File: config.mk
export PLATFORM = sky130hd
export DESIGN_NAME = bus_arbiter_responder
export DESIGN_NICKNAME = d
export VERILOG_FILES = /design/src/rtl/bus_arbiter_responder.sv
export SDC_FILE = /design/constraint.sdc
export NUM_CORES = 1
export LEC_CHECK = 0
export BUFFER_PORTS_ARGS = -buffer_cell sky130_fd_sc_hd__buf_2
export CAP_MARGIN = 20
export CORE_MARGIN = 2
export CORE_UTILIZATION = 45
export DETAILED_ROUTE_END_ITERATION = 8
export PLACE_DENSITY = 0.72
export SKIP_CTS_REPAIR_TIMING = 1
export SLEW_MARGIN = 20
export SYNTH_ARGS = -nofsm -noshare
export SYNTH_HDL_FRONTEND = slang
export SYNTH_SLANG_ARGS = --single-unit
export TNS_END_PERCENT = 30
File: constraint.sdc
create_clock -name plusclk -period 3 [get_ports plusclk]
set_input_delay 0.15 -clock plusclk [delete_from_list [all_inputs] [get_ports plusclk]]
set_output_delay 0.15 -clock plusclk [all_outputs]
set_load 0.03 [all_outputs]
File: src/rtl/bus_arbiter_responder.sv
// Two-cache bus arbiter plus memory responder model.
// Latency: grant visible the cycle after the request is sampled; RD reply starts MEM_LAT cycles after the grant window ends.
// Backpressure: the bus is held atomically; non-owner requests are not queued and must be held until re-sampled in IDLE.
//
// Ports:
//   plusclk, rst                        clock, synchronous active-high reset
//   bus_req_N / bus_req_op_N / clc_N    request, op (0 RD, 1 WR), requested grant cycles
//   bus_get_N                           grant window for cache N
//   get_reply_N                         memory reply valid for cache N
//   bus_busy, owner, st                 status: non-idle flag, current/last owner, state
module bus_arbiter_responder #(
  parameter int unsigned MEM_LAT   = 3,
  parameter int unsigned REPLY_CYC = 2,
  parameter int unsigned CLC_W     = 4
) (
  input  logic             plusclk,
  input  logic             rst,
  input  logic             bus_req_1,
  input  logic             bus_req_op_1,
  input  logic [CLC_W-1:0] bus_req_clc_1,
  input  logic             bus_req_2,
  input  logic             bus_req_op_2,
  input  logic [CLC_W-1:0] bus_req_clc_2,
  output logic             bus_get_1,
  output logic             bus_get_2,
  output logic             get_reply_1,
  output logic             get_reply_2,
  output logic             bus_busy,
  output logic             owner,
  output logic [1:0]       st
);

  // Counter must hold clc-1, MEM_LAT-1 and REPLY_CYC-1 (the latter two fit in 4 bits).
  localparam int unsigned CNT_W = (CLC_W > 4) ? CLC_W : 4;
  localparam logic [CNT_W-1:0] MEM_LOAD   = CNT_W'(MEM_LAT - 1);
  localparam logic [CNT_W-1:0] REPLY_LOAD = CNT_W'(REPLY_CYC - 1);

  typedef enum logic [1:0] {
    S_IDLE  = 2'd0,
    S_GRANT = 2'd1,
    S_WAIT  = 2'd2,
    S_REPLY = 2'd3
  } state_t;

  state_t           state_q;
  logic             owner_q;
  logic             op_q;
  logic [CNT_W-1:0] cnt_q;
  logic             bus_get_1_q;
  logic             bus_get_2_q;
  logic             get_reply_1_q;
  logic             get_reply_2_q;
  logic             bus_busy_q;

  // Arbitration: a lone requester wins; on a tie the non-owner wins.
  logic             req_any;
  logic             win;
  logic             win_op;
  logic [CLC_W-1:0] win_clc;
  logic [CNT_W-1:0] win_cnt;
  logic             owner_req;

  assign req_any   = bus_req_1 | bus_req_2;
  assign win       = (bus_req_1 & bus_req_2) ? ~owner_q : bus_req_2;
  assign win_op    = win ? bus_req_op_2 : bus_req_op_1;
  assign win_clc   = win ? bus_req_clc_2 : bus_req_clc_1;
  // A clc of 0 behaves like 1: load 0 so the first grant cycle is also the last.
  assign win_cnt   = (win_clc == '0) ? '0 : (CNT_W'(win_clc) - CNT_W'(1));
  assign owner_req = owner_q ? bus_req_2 : bus_req_1;

  always_ff @(posedge plusclk) begin
    if (rst) begin
      state_q       <= S_IDLE;
      owner_q       <= 1'b1;
      op_q          <= 1'b0;
      cnt_q         <= '0;
      bus_get_1_q   <= 1'b0;
      bus_get_2_q   <= 1'b0;
      get_reply_1_q <= 1'b0;
      get_reply_2_q <= 1'b0;
      bus_busy_q    <= 1'b0;
    end else begin
      case (state_q)
        S_IDLE: begin
          if (req_any) begin
            state_q     <= S_GRANT;
            owner_q     <= win;
            op_q        <= win_op;
            cnt_q       <= win_cnt;
            bus_get_1_q <= ~win;
            bus_get_2_q <= win;
            bus_busy_q  <= 1'b1;
          end
        end
        S_GRANT: begin
          if (!owner_req) begin
            // Owner withdrew: abandon the transaction, no reply.
            state_q     <= S_IDLE;
            cnt_q       <= '0;
            bus_get_1_q <= 1'b0;
            bus_get_2_q <= 1'b0;
            bus_busy_q  <= 1'b0;
          end else if (cnt_q == '0) begin
            bus_get_1_q <= 1'b0;
            bus_get_2_q <= 1'b0;
            if (op_q) begin
              state_q    <= S_IDLE;
              bus_busy_q <= 1'b0;
            end else begin
              state_q <= S_WAIT;
              cnt_q   <= MEM_LOAD;
            end
          end else begin
            cnt_q <= cnt_q - CNT_W'(1);
          end
        end
        S_WAIT: begin
          if (cnt_q == '0) begin
            state_q       <= S_REPLY;
            cnt_q         <= REPLY_LOAD;
            get_reply_1_q <= ~owner_q;
            get_reply_2_q <= owner_q;
          end else begin
            cnt_q <= cnt_q - CNT_W'(1);
          end
        end
        S_REPLY: begin
          if (cnt_q == '0) begin
            state_q       <= S_IDLE;
            get_reply_1_q <= 1'b0;
            get_reply_2_q <= 1'b0;
            bus_busy_q    <= 1'b0;
          end else begin
            cnt_q <= cnt_q - CNT_W'(1);
          end
        end
        default: begin
          state_q <= S_IDLE;
        end
      endcase
    end
  end

  assign bus_get_1   = bus_get_1_q;
  assign bus_get_2   = bus_get_2_q;
  assign get_reply_1 = get_reply_1_q;
  assign get_reply_2 = get_reply_2_q;
  assign bus_busy    = bus_busy_q;
  assign owner       = owner_q;
  assign st          = state_q;

endmodule

Word level (Yosys, flattened, before mapping)
Index checks and enable logic that the tools add are counted.
Widths: inputs -> output; s select.
Word-level totals
  ROM bits: 0
  output and inout bits: 8
  bits of input ports: 14
  word-level logic and storage cells: 71
  memories: 0
  register bits: 13
  bits in writable memories: 0
  bits in latches: 0
Operators by class
  reductions and logical operators: 12
  div/mod/pow operators: 0
  mux-type cells: 34
  $mul: 0
  bitwise operators: 4
  eq/ne operators: 10
  magnitude comparators: 0
  shift-type cells: 0
  $add $sub $neg: 2
Operators by type and width (count)
  $mux 4: 8
  $pmux 4 s4: 1
  $mux 1: 13
  $mux 2: 6
  $reduce_and 3->1: 3
  $logic_not 4->1: 2
  $ne 2x2->1 const B: 4
  $pmux 1 s2: 4
  $pmux 2 s4: 1
  $sub 4x1->4 const B: 2
  $ne 3x3->1 const B: 2
  $reduce_and 5->1: 1
  $eq 2x2->1 const B: 2
  $ne 4x4->1 const B: 1
  $reduce_and 4->1: 1
  $reduce_bool 2->1: 2
  $pmux 1 s3: 1
  $reduce_bool 3->1: 1
  $eq 2x1->1 const B: 1
  $logic_not 2->1: 1
  $not 1->1: 2
  $reduce_and 2->1: 1
  $and 1x1->1: 1
  $or 1x1->1: 1

Depth between registers and ports, before layout
Gate-level depths: netlist of run 1.
  word-level depth: 7
  gate-level depth with buffers: 8
  depth with buffers taken out: 7

Least setup slack after synthesis of run 1
Ideal clock, no wire load.
  path kind: register -> register
  start: register (tool-made name)
  end: register bus_busy_q, in the netlist bus_busy
  cell stages (with the launch flop): 8
  data arrival time: 1818 ps
  path buffers: 1
  period minus slack after synthesis: 1888 ps
  data required time: 2929 ps
  setup time: 71 ps
  path slack: 1112 ps
  path through: dfxtp_1 > inv_1 > ha_1 > clkbuf_1 > nand2_1 > a22oi_2 > or4_1 > a21oi_1
RTL lines
  end signal, assigned: line 81  | bus_busy_q <= 1'b0;
  end signal, assigned: line 92  | bus_busy_q <= 1'b1;
  end signal, assigned: line 102  | bus_busy_q <= 1'b0;
  end, declared: line 53  | logic bus_busy_q;

Final worst setup path of run 1
  start: register cnt_q[0]
  end: register bus_busy_q, in the netlist bus_busy
On the way
  cells in the longest elaborated chain, start to end: 3
  elaborated cells on any way between the ends: 4
  those cells by class: eq/ne (2); reduce/logical (2)
RTL lines
  start, declared: line 48  | logic [CNT_W-1:0] cnt_q;
  start signal, assigned: line 89  | cnt_q <= win_cnt;
  start signal, assigned: line 114  | cnt_q <= cnt_q - CNT_W'(1);
  start signal, assigned: line 124  | cnt_q <= cnt_q - CNT_W'(1);
  $logic_not 4->1 *: line 103, 128
  $ne 3x3->1 (no line) / $ne 2x2->1 (equally long branches)
  $reduce_and 5->1 (no line) *
  end signal, assigned: line 102
  end signal, assigned: line 108  | bus_busy_q <= 1'b0;
  end signal, assigned: line 132  | bus_busy_q <= 1'b0;
Every way passes the cells marked *; elsewhere a longest branch is shown, timed or not.
A chain may end at the register's enable or synchronous reset.

==> results_dict.tcl, run 1 <==
set metrics [dict create \
    layout.nets 166 \
    synth_top_family_by_area "compound AO/OA/AOI/OAI gates" \
    yosys.area_share.simple_pct 22.7 \
    drc 0 \
    synth_cells 125 \
    ys_warn_count 0 \
    die_x_um 50.8 \
    synthFlopType "dfxtp_1" \
    holdCritStartpoint "bus_req_op_2" \
    ys_seq_elements 13 \
    synth-adder-area-share_pct 7.60 \
    critPathLaunchType "register" \
    worstMarginPinSlew_ns 0.491 \
    holdCritPathClass "input port to register" \
    regToRegSetupSlack_ns 1.02 \
    cts_buffer_depth 2 \
    status "completed" \
    dp_hpwl_um 1640 \
    crit_arrival_ns 2.20 \
    gp_congestion 0.785 \
    end_kind "register" \
    synth_top_area_cell "dfxtp_1" \
    synth_xor_area_share_pct 0 \
    grt_max_degree 15 \
    holdWs_ns 0.139 \
    dieArea_um2 2580 \
    syn2layout_area_growth_pct 13.9 \
    p_switching_mw 0.275 \
    io_pins 22 \
    ant_nets 0 \
    reg2reg_to "bus_busy$_SDFFE_PP0P_" \
    rows 16 \
    grt_pass1_vias 895 \
    fin_worst_skew_ns 0.00195 \
    grt_pass1_wl_um 3850 \
    ir_drop_v 0.000284 \
    p_comb_share_pct 47.4 \
    cts-root-buf "clkbuf_4" \
    synth_top_area_share_pct 26.4 \
    htree_levels 1 \
    start_util_pct 48.8 \
    cts.sink_count 13 \
    power_frac_clock_pct 17.5 \
    antennaDiodeCount 0 \
    rsz0062_at_grt "false" \
    drt_iter0_markers 18 \
    reg2reg_depth 7 \
    wl_per_cell_um 12.9 \
    hold_depth 3 \
    critical_path_peak_fanout 9 \
    synth_cell_types 47 \
    fin_crit_ns 1.98 \
    synthTopCellsByArea "dfxtp_1 (26%), ha_1 (7.6%), a21oi_1 (6.1%)" \
    r2r-start "cnt_q[0]$_SDFFE_PP0P_" \
    finalMaxSlewViolations 0 \
    switching_share_pct 42.7 \
    cts_made_buffers 3 \
    synth_nets 145 \
    core_um2 2020 \
    first_pass_iters 5 \
    routed_via_density 5.66 \
    antenna_found_initial 0 \
    syn_area_um2 987 \
    drive_gt1_share_pct 22.1 \
    p_int_mw 0.368 \
    critPathKind "register to register" \
    fin_ws_ns 1.02 \
    min_to "op_q$_SDFFE_PP0P_" \
    setup_viol_count_final 0 \
    worstSkewPairLatency_ns 0.28 \
    syn_avg_cell_area_um2 7.90 \
    relSlewSlack_pct 67.2 \
    p_leak_nw 0.488 \
    synth_edf_count 0 \
    power_density_nw_per_um2 572 \
    overflow 0 \
    fmax_mhz 504 \
    die_h_um 50.8 \
    fin_tns_setup_ns 0 \
    io_buffers 21 \
    async_reset_ff_share_pct 0 \
    yosysSeqAreaShare_pct 26.4 \
    via_count 974 \
    drt_wl_total_um 2220 \
    synthMuxAreaShare_pct 6.21 \
    required_ns 3.22 \
    hold_viol 0 \
    final_util_pct 55.6 \
    synth_compound_area_share_pct 31.3 \
    cts_tree "yes" \
    pre_cts_ws_ns 1.06 \
    fin_crit_sh_pct 66.1 \
    drv_cap 0 \
    grt_use_total_pct 19.1 \
    power_frac_seq_pct 35.1 \
    cts.clk_slew.worst_paths_ns 0.08 \
    fillers 199 \
]
-- layout by cell type (no fill, tap or decap), types with 2 or more instances in the layout --
master,synthesis,routed
ha_1,6,6
nand2_1,11,11
nor2b_1,2,2
a21oi_1,12,12
o311ai_0,2,2
nor2_1,13,13
o21ai_0,6,6
nor3_2,2,2
o21ai_1,2,2
inv_1,8,8
mux2i_1,5,5
o21a_1,2,2
a211oi_1,2,2
dfxtp_1,13,13
a31oi_1,3,3
buf_2,1,21
nor4b_1,2,2
clkbuf_4,0,3
o32ai_1,2,2
nor3_1,2,2
-- final cells by class --
type                            instances  area (um2)  share of cell area [%]
Multi-Input combinational cell         99         669                    59.5
Sequential cell                        13         260                    23.1
Timing Repair Buffer                   21         105                    9.34
Tap cell                               27        33.8                    3.00
Inverter                                8        30.0                    2.67
Clock buffer                            4        26.3                    2.34
-- flip-flops by register name, indices dropped and copies added (netlist names), named ones only --
| signal | flops |
|---|---|
| owner | 1 |
| bus_get_2 | 1 |
| get_reply_2 | 1 |
| st | 1 |
| cnt_q | 4 |
| op_q | 1 |
| get_reply_1 | 1 |
| bus_get_1 | 1 |
| bus_busy | 1 |
-- power groups by stage --
stage          clock network, mW  registers (mW)  logic [mW]
2_1_floorplan                  0           0.253       0.215
3_3_place_gp                   0           0.227       0.296
3_5_place_dp                   0           0.229       0.301
4_1_cts                    0.113           0.225       0.303
5_1_grt                    0.122           0.229       0.336
6_report                   0.113           0.225       0.305
-- cell usage after synthesis, types with 2 or more instances --
library cell  instances
o32ai_1               2
nor4b_1               2
a211oi_1              2
o21ai_0               6
o311ai_0              2
inv_1                 8
nor3_2                2
o21ai_1               2
nor2b_1               2
nor3_1                2
a31oi_1               3
clkbuf_1              2
o21a_1                2
ha_1                  6
nand2_1              11
a21oi_1              12
mux2i_1               5
nor2_1               13
dfxtp_1              13
-- layer usage --
layer | share of wire [%] | vias up | global-route usage, %
met4 | 0.59 | 0 | 5.86
met5 | 0 | - | 0
met2 | 46 | 19 | 30.9
li1 | - | 502 | -
met1 | 50 | 451 | 24.6
met3 | 3.8 | 2 | 5.56
-- how the worst max path moves through the flow --
stage / start / endpoint / slack, ns / cells past startpoint
2_1_floorplan: register / bus_busy$_SDFFE_PP0P_ / 1.11 / 7
3_3_place_gp: cnt_q[0]$_SDFFE_PP0P_ / bus_busy$_SDFFE_PP0P_ / 1.10 / 7
3_5_place_dp: cnt_q[0]$_SDFFE_PP0P_ / bus_busy$_SDFFE_PP0P_ / 1.06 / 7
4_1_cts: cnt_q[0]$_SDFFE_PP0P_ / bus_busy$_SDFFE_PP0P_ / 1.03 / 7
5_1_grt: cnt_q[0]$_SDFFE_PP0P_ / cnt_q[3]$_SDFFE_PP0P_ / 0.88 / 6
6_report: cnt_q[0]$_SDFFE_PP0P_ / bus_busy$_SDFFE_PP0P_ / 1.02 / 7
-- per-stage QoR --
step           cells  cell area, um2  power, mW
2_1_floorplan    125             987      0.468
3_3_place_gp     168            1100      0.523
3_5_place_dp     168            1100      0.530
4_1_cts          172            1120      0.641
5_1_grt          172            1120      0.687
6_report         172            1120      0.643
-- logic make-up (layout without fill, tap and decap cells) --
logic type,count (synthesis),after routing
AO/OA/AOI/OAI,45,45
AND/OR/NAND/NOR,42,42
flip-flops,13,13
buffers and inverters,13,33
adder cells (fa/ha/maj),6,6
multiplexers,6,6
-- worst max-delay path, stage by stage, from the launching register on --
cell and delay, ns:
dfxtp_1 0.33, inv_1 0.09, ha_1 0.18, or3b_1 0.52, nand2_4 0.13, a22oi_2 0.06
or4_1 0.47, a21oi_1 0.15
Power figures use the tool's default switching activity.
==> run 2, diff against run 1 <==
--- a/config.mk
+++ b/config.mk
@@ -10,7 +10,7 @@
 export CORE_MARGIN = 2
 export CORE_UTILIZATION = 45
 export DETAILED_ROUTE_END_ITERATION = 8
-export PLACE_DENSITY = 0.72
+export PLACE_DENSITY = 0.75
 export SKIP_CTS_REPAIR_TIMING = 1
 export SLEW_MARGIN = 20
 export SYNTH_ARGS = -nofsm -noshare
==> constraint.sdc (replaced) <==
create_clock -name plusclk -period 1.8 [get_ports plusclk]
set_input_delay 0.09 -clock plusclk [delete_from_list [all_inputs] [get_ports plusclk]]
set_output_delay 0.09 -clock plusclk [all_outputs]
set_load 0.03 [all_outputs]
==> results_dict.tcl, run 2 (same netlist as run 1, synthesis figures left out) <==
set metrics [dict create \
    core_um2 2020 \
    reg2reg_to "bus_busy$_SDFFE_PP0P_" \
    power_density_nw_per_um2 973 \
    end_kind "register" \
    start_util_pct 48.8 \
    grt_use_total_pct 19.8 \
    setup_viol_count_final 0 \
    layout.cells.non_filler 182 \
    fin_crit_sh_pct 96.7 \
    die_x_um 50.8 \
    worstSkewPairLatency_ns 0.28 \
    required_ns 2.02 \
    largest_register_ffs 4 \
    cpLargestDelayFamily "simple AND/OR/NAND/NOR gates" \
    gp_congestion 0.825 \
    holdWs_ns 0.0662 \
    die_h_um 50.8 \
    regToRegSetupSlack_ns 0.06 \
    finalPower_mw 1.22 \
    r2r-start "cnt_q[1]$_SDFFE_PP0P_" \
    first_pass_iters 4 \
    fin_crit_ns 1.74 \
    layout.nets 176 \
    ant_nets 0 \
    antennaDiodeCount 0 \
    wl_per_cell_um 13.3 \
    p_int_mw 0.713 \
    routed_via_density 5.82 \
    worstMarginPinSlew_ns 0.443 \
    relSlewSlack_pct 70.4 \
    top_register "cnt_q" \
    cp_cell_sequence "inv_2, ha_4, or3b_4, nand2_4, a22oi_2, or4_1, a21oi_1" \
    drc 0 \
    holdCritPathClass "input port to register" \
    cts_made_buffers 3 \
    fin_worst_skew_ns 0.00339 \
    final_cell_mix "buf_2 (21), nor2_1 (12), a21oi_1 (12)" \
    reg2reg_depth 7 \
    timing.critical_path.to "bus_busy$_SDFFE_PP0P_" \
    critPathLaunchType "register" \
    cts_tree "yes" \
    hold_viol 0 \
    finalMaxSlewViolations 0 \
    mostFrequentLayoutCell "buf_2" \
    critical_path_peak_fanout 2 \
    ir_drop_v 0.000647 \
    drv_cap 0 \
    antenna_found_initial 0 \
    status "completed" \
    cts_buffer_depth 2 \
    power_frac_clock_pct 15.1 \
    power_frac_seq_pct 30.4 \
    critPathKind "register to register" \
    overflow 0 \
    io_pins 22 \
    slowest_delay_ns 0.48 \
    crit_start "cnt_q[1]$_SDFFE_PP0P_" \
    fillers 172 \
    dieArea_um2 2580 \
    cts.sink_count 13 \
    crit_arrival_ns 1.96 \
    p_comb_share_pct 54.5 \
    rows 16 \
    syn2layout_area_growth_pct 26.7 \
    cts.clk_slew.worst_paths_ns 0.08 \
    p_leak_nw 0.546 \
    final_util_pct 61.9 \
    grt_pass1_vias 948 \
    rsz0062_at_grt "true" \
    fmax_mhz 575 \
    grt_pass1_wl_um 3950 \
    path_depth 7 \
    numPlacedInstances 176 \
    cts-root-buf "clkbuf_4" \
    switching_share_pct 41.4 \
    worst_path_max_delay_cell "or4_1" \
    io_buffers 21 \
    drive_gt1_share_pct 35.5 \
    p_switching_mw 0.504 \
    drt_wl_total_um 2420 \
    htree_levels 1 \
    drt_iter0_markers 49 \
    grt_max_degree 15 \
    dp_hpwl_um 1770 \
    via_count 1060 \
    critPathBufInv 1 \
]
==> run 2: cell count changes in the layout (fill, tap and decap cells not counted), moves of 2 or more <==
| cell | before | now |
|---|---|---|
| inv_2 | 0 | 2 |
| inv_1 | 8 | 6 |
| buf_4 | 0 | 8 |
| buf_6 | 0 | 2 |
| ha_2 | 0 | 2 |
| dfxtp_2 | 0 | 3 |
| dfxtp_1 | 13 | 10 |
| ha_1 | 6 | 3 |
==> run 2: area by class of cell <==
class	count	area, um2	area share [%]
timing repair buffer	31	188	15.0
clock buffer	4	26.3	2.10
sequential	13	264	21.1
multi-input combinational	99	709	56.7
inverter	8	30.0	2.40
tap	27	33.8	2.70
==> run 2: worst min-delay path by stage <==
stage,slack [ns],end,startpoint,cells after the start
final,0.07,op_q$_SDFFE_PP0P_,bus_req_op_2,3
after global routing,0.06,op_q$_SDFFE_PP0P_,bus_req_op_2,3
after CTS,0.06,op_q$_SDFFE_PP0P_,bus_req_op_2,3
after detailed placement,0.36,op_q$_SDFFE_PP0P_,bus_req_op_2,3
after global placement,0.36,op_q$_SDFFE_PP0P_,bus_req_op_2,3
after floorplan,0.20,owner$_SDFFE_PP1P_,rst,1
==> run 2: metal layers <==
layer  track usage (%)  wire, um
met1              25.7      1040
met2              32.5      1150
met3              6.73       205
met5                 0         0
met4              3.15        32
==> run 2: worst min-delay path, cell delays in order <==
cell and delay, ns:
buf_2 0.09, nand2_1 0.04, a311oi_1 0.07
==> run 2: power groups by stage <==
| stage | Combinational (mW) | Clock (mW) | Sequential, mW |
|---|---|---|---|
| after detailed placement | 0.581 | 0 | 0.373 |
| final | 0.664 | 0.184 | 0.370 |
| after global routing | 0.718 | 0.199 | 0.376 |
| after global placement | 0.566 | 0 | 0.372 |
| after CTS | 0.583 | 0.188 | 0.367 |
| after floorplan | 0.360 | 0 | 0.424 |
==> run 2: metrics by stage <==
step | instance area, um2 | setup WS (ns) | TNS (ns)
floorplan | 992 | 0.00712 | 0
global placement | 1160 | 0.0635 | 0
detailed placement | 1160 | 0.0151 | 0
CTS | 1190 | 0.00365 | 0
global route | 1250 | -0.0170 | -0.0427
finish | 1250 | 0.0600 | 0
==> run 3, diff against run 2 <==
--- a/config.mk
+++ b/config.mk
@@ -10,9 +10,8 @@
 export CORE_MARGIN = 2
 export CORE_UTILIZATION = 45
 export DETAILED_ROUTE_END_ITERATION = 8
-export PLACE_DENSITY = 0.75
+export PLACE_DENSITY = 0.72
 export SKIP_CTS_REPAIR_TIMING = 1
-export SLEW_MARGIN = 20
 export SYNTH_ARGS = -nofsm -noshare
 export SYNTH_HDL_FRONTEND = slang
 export SYNTH_SLANG_ARGS = --single-unit
==> constraint.sdc (replaced) <==
create_clock -name plusclk -period 2 [get_ports plusclk]
set_input_delay 0.1 -clock plusclk [delete_from_list [all_inputs] [get_ports plusclk]]
set_output_delay 0.1 -clock plusclk [all_outputs]
set_load 0.03 [all_outputs]
==> results_dict.tcl, run 3 (same netlist as run 1, synthesis figures left out) <==
set metrics [dict create \
    status "completed" \
    rows 16 \
    fmax_mhz 532 \
    setup_viol_count_final 0 \
    fin_crit_sh_pct 94.0 \
    critical_path_peak_fanout 6 \
    largest_register_ffs 4 \
    final_area_um2 1170 \
    postPlaceCellArea_um2 1130 \
    p_leak_nw 0.508 \
    htree_levels 1 \
    hold_depth 3 \
    syn2layout_area_growth_pct 18.6 \
    wl_per_cell_um 13.1 \
    grt_pass1_vias 914 \
    drt_iter0_markers 23 \
    regToRegSetupSlack_ns 0.12 \
    relSlewSlack_pct 72.8 \
    grt_use_total_pct 21.1 \
    io_pins 22 \
    worst_path_max_delay_cell "or4_4" \
    drt_wl_total_um 2300 \
    antennaDiodeCount 0 \
    antenna_found_initial 0 \
    gp_congestion 0.810 \
    fin_worst_skew_ns 0.00211 \
    top_layer "met4" \
    cts.clk_slew.worst_paths_ns 0.08 \
    cts.sink_count 13 \
    crit_arrival_ns 2.10 \
    final_cell_mix "buf_2 (21), nor2_1 (13), dfxtp_1 (13)" \
    fin_tns_setup_ns 0 \
    holdCritStartpoint "bus_req_op_2" \
    rsz0062_at_grt "false" \
    wl_met1_um 1060 \
    wl_met2_um 1090 \
    drv_cap 0 \
    core_um2 2020 \
    overflow 0 \
    top_register "cnt_q" \
    dp_hpwl_um 1800 \
    start_util_pct 48.8 \
    grt_pass1_wl_um 4080 \
    met3_length_um 138 \
    worstSkewPairLatency_ns 0.28 \
    cts_buffer_depth 2 \
    mostFrequentLayoutCell "buf_2" \
    first_pass_iters 4 \
    cpLargestDelayFamily "simple AND/OR/NAND/NOR gates" \
    slowest_delay_ns 0.49 \
    finalMaxSlewViolations 0 \
    required_ns 2.22 \
    ant_nets 0 \
    grt_max_degree 15 \
    dieArea_um2 2580 \
    holdCritPathClass "input port to register" \
    io_buffers 21 \
    die_h_um 50.8 \
    hold_viol 0 \
    via_count 1010 \
    routed_via_density 5.74 \
    fin_crit_ns 1.88 \
    holdWs_ns 0.0721 \
    ir_drop_v 0.000480 \
    min_to "op_q$_SDFFE_PP0P_" \
    r2r-start "cnt_q[0]$_SDFFE_PP0P_" \
    die_x_um 50.8 \
    cp_cell_sequence "inv_2, ha_2, or3b_4, nand2_4, a22oi_2, or4_4, a21oi_2" \
    reg2reg_depth 7 \
    layout.nets 170 \
    critPathBufInv 1 \
    cts-root-buf "clkbuf_4" \
    drive_gt1_share_pct 28.2 \
    worstMarginPinSlew_ns 0.403 \
    reg2reg_to "bus_busy$_SDFFE_PP0P_" \
    drc 0 \
    critPathLaunchType "register" \
    critPathKind "register to register" \
    end_kind "register" \
    power_density_nw_per_um2 869 \
    cts_made_buffers 3 \
    cts_tree "yes" \
]
==> run 3: worst max path at each step <==
stage / from / to / slack, ns / cells after the start
2_1_floorplan: register / bus_busy$_SDFFE_PP0P_ / 0.11 / 7
3_3_place_gp: cnt_q[0]$_SDFFE_PP0P_ / bus_busy$_SDFFE_PP0P_ / 0.15 / 7
3_5_place_dp: cnt_q[0]$_SDFFE_PP0P_ / bus_busy$_SDFFE_PP0P_ / 0.07 / 7
4_1_cts: cnt_q[0]$_SDFFE_PP0P_ / bus_busy$_SDFFE_PP0P_ / -0.02 / 7
5_1_grt: cnt_q[0]$_SDFFE_PP0P_ / bus_busy$_SDFFE_PP0P_ / 0.03 / 7
6_report: cnt_q[0]$_SDFFE_PP0P_ / bus_busy$_SDFFE_PP0P_ / 0.12 / 7
==> run 3: worst register-to-register path, stage by stage, from the launching register on <==
cell and delay [ns]:
dfxtp_1 0.34, inv_2 0.07, ha_2 0.18, or3b_4 0.43, nand2_4 0.09, a22oi_2 0.06
or4_4 0.49, a21oi_2 0.16
==> run 3: final cells by class <==
type	count	area (um2)
repair buffers	25	135
flip-flops and latches	13	260
fillers	201	851
inverters	8	30.0
clock buffers	4	26.3
multi-input cells	99	686
well taps	27	33.8
==> run 3: stage by stage <==
stage	worst slack (ns)	instances	total power, mW	utilization [%]
2_1_floorplan	0.112	125	0.702	-
3_3_place_gp	0.150	172	0.815	55.8
3_5_place_dp	0.0729	172	0.827	55.8
4_1_cts	-0.0185	176	1.00	57.1
5_1_grt	0.0275	176	1.11	57.9
6_report	0.120	176	1.02	57.9
==> run 3: power by group <==
group	total (mW)	leakage [nW]	internal [mW]	switching, mW
Clock	0.166	0.0150	0.0776	0.0882
Combinational	0.519	0.386	0.219	0.299
Sequential	0.333	0.107	0.299	0.0339
Total	1.02	0.508	0.596	0.421
==> run 3: layer usage <==
metal	vias up	GRT usage, %
met5	-	0
met2	28	35.1
met1	465	26.6
met3	3	6.14
li1	514	-
met4	0	5.41
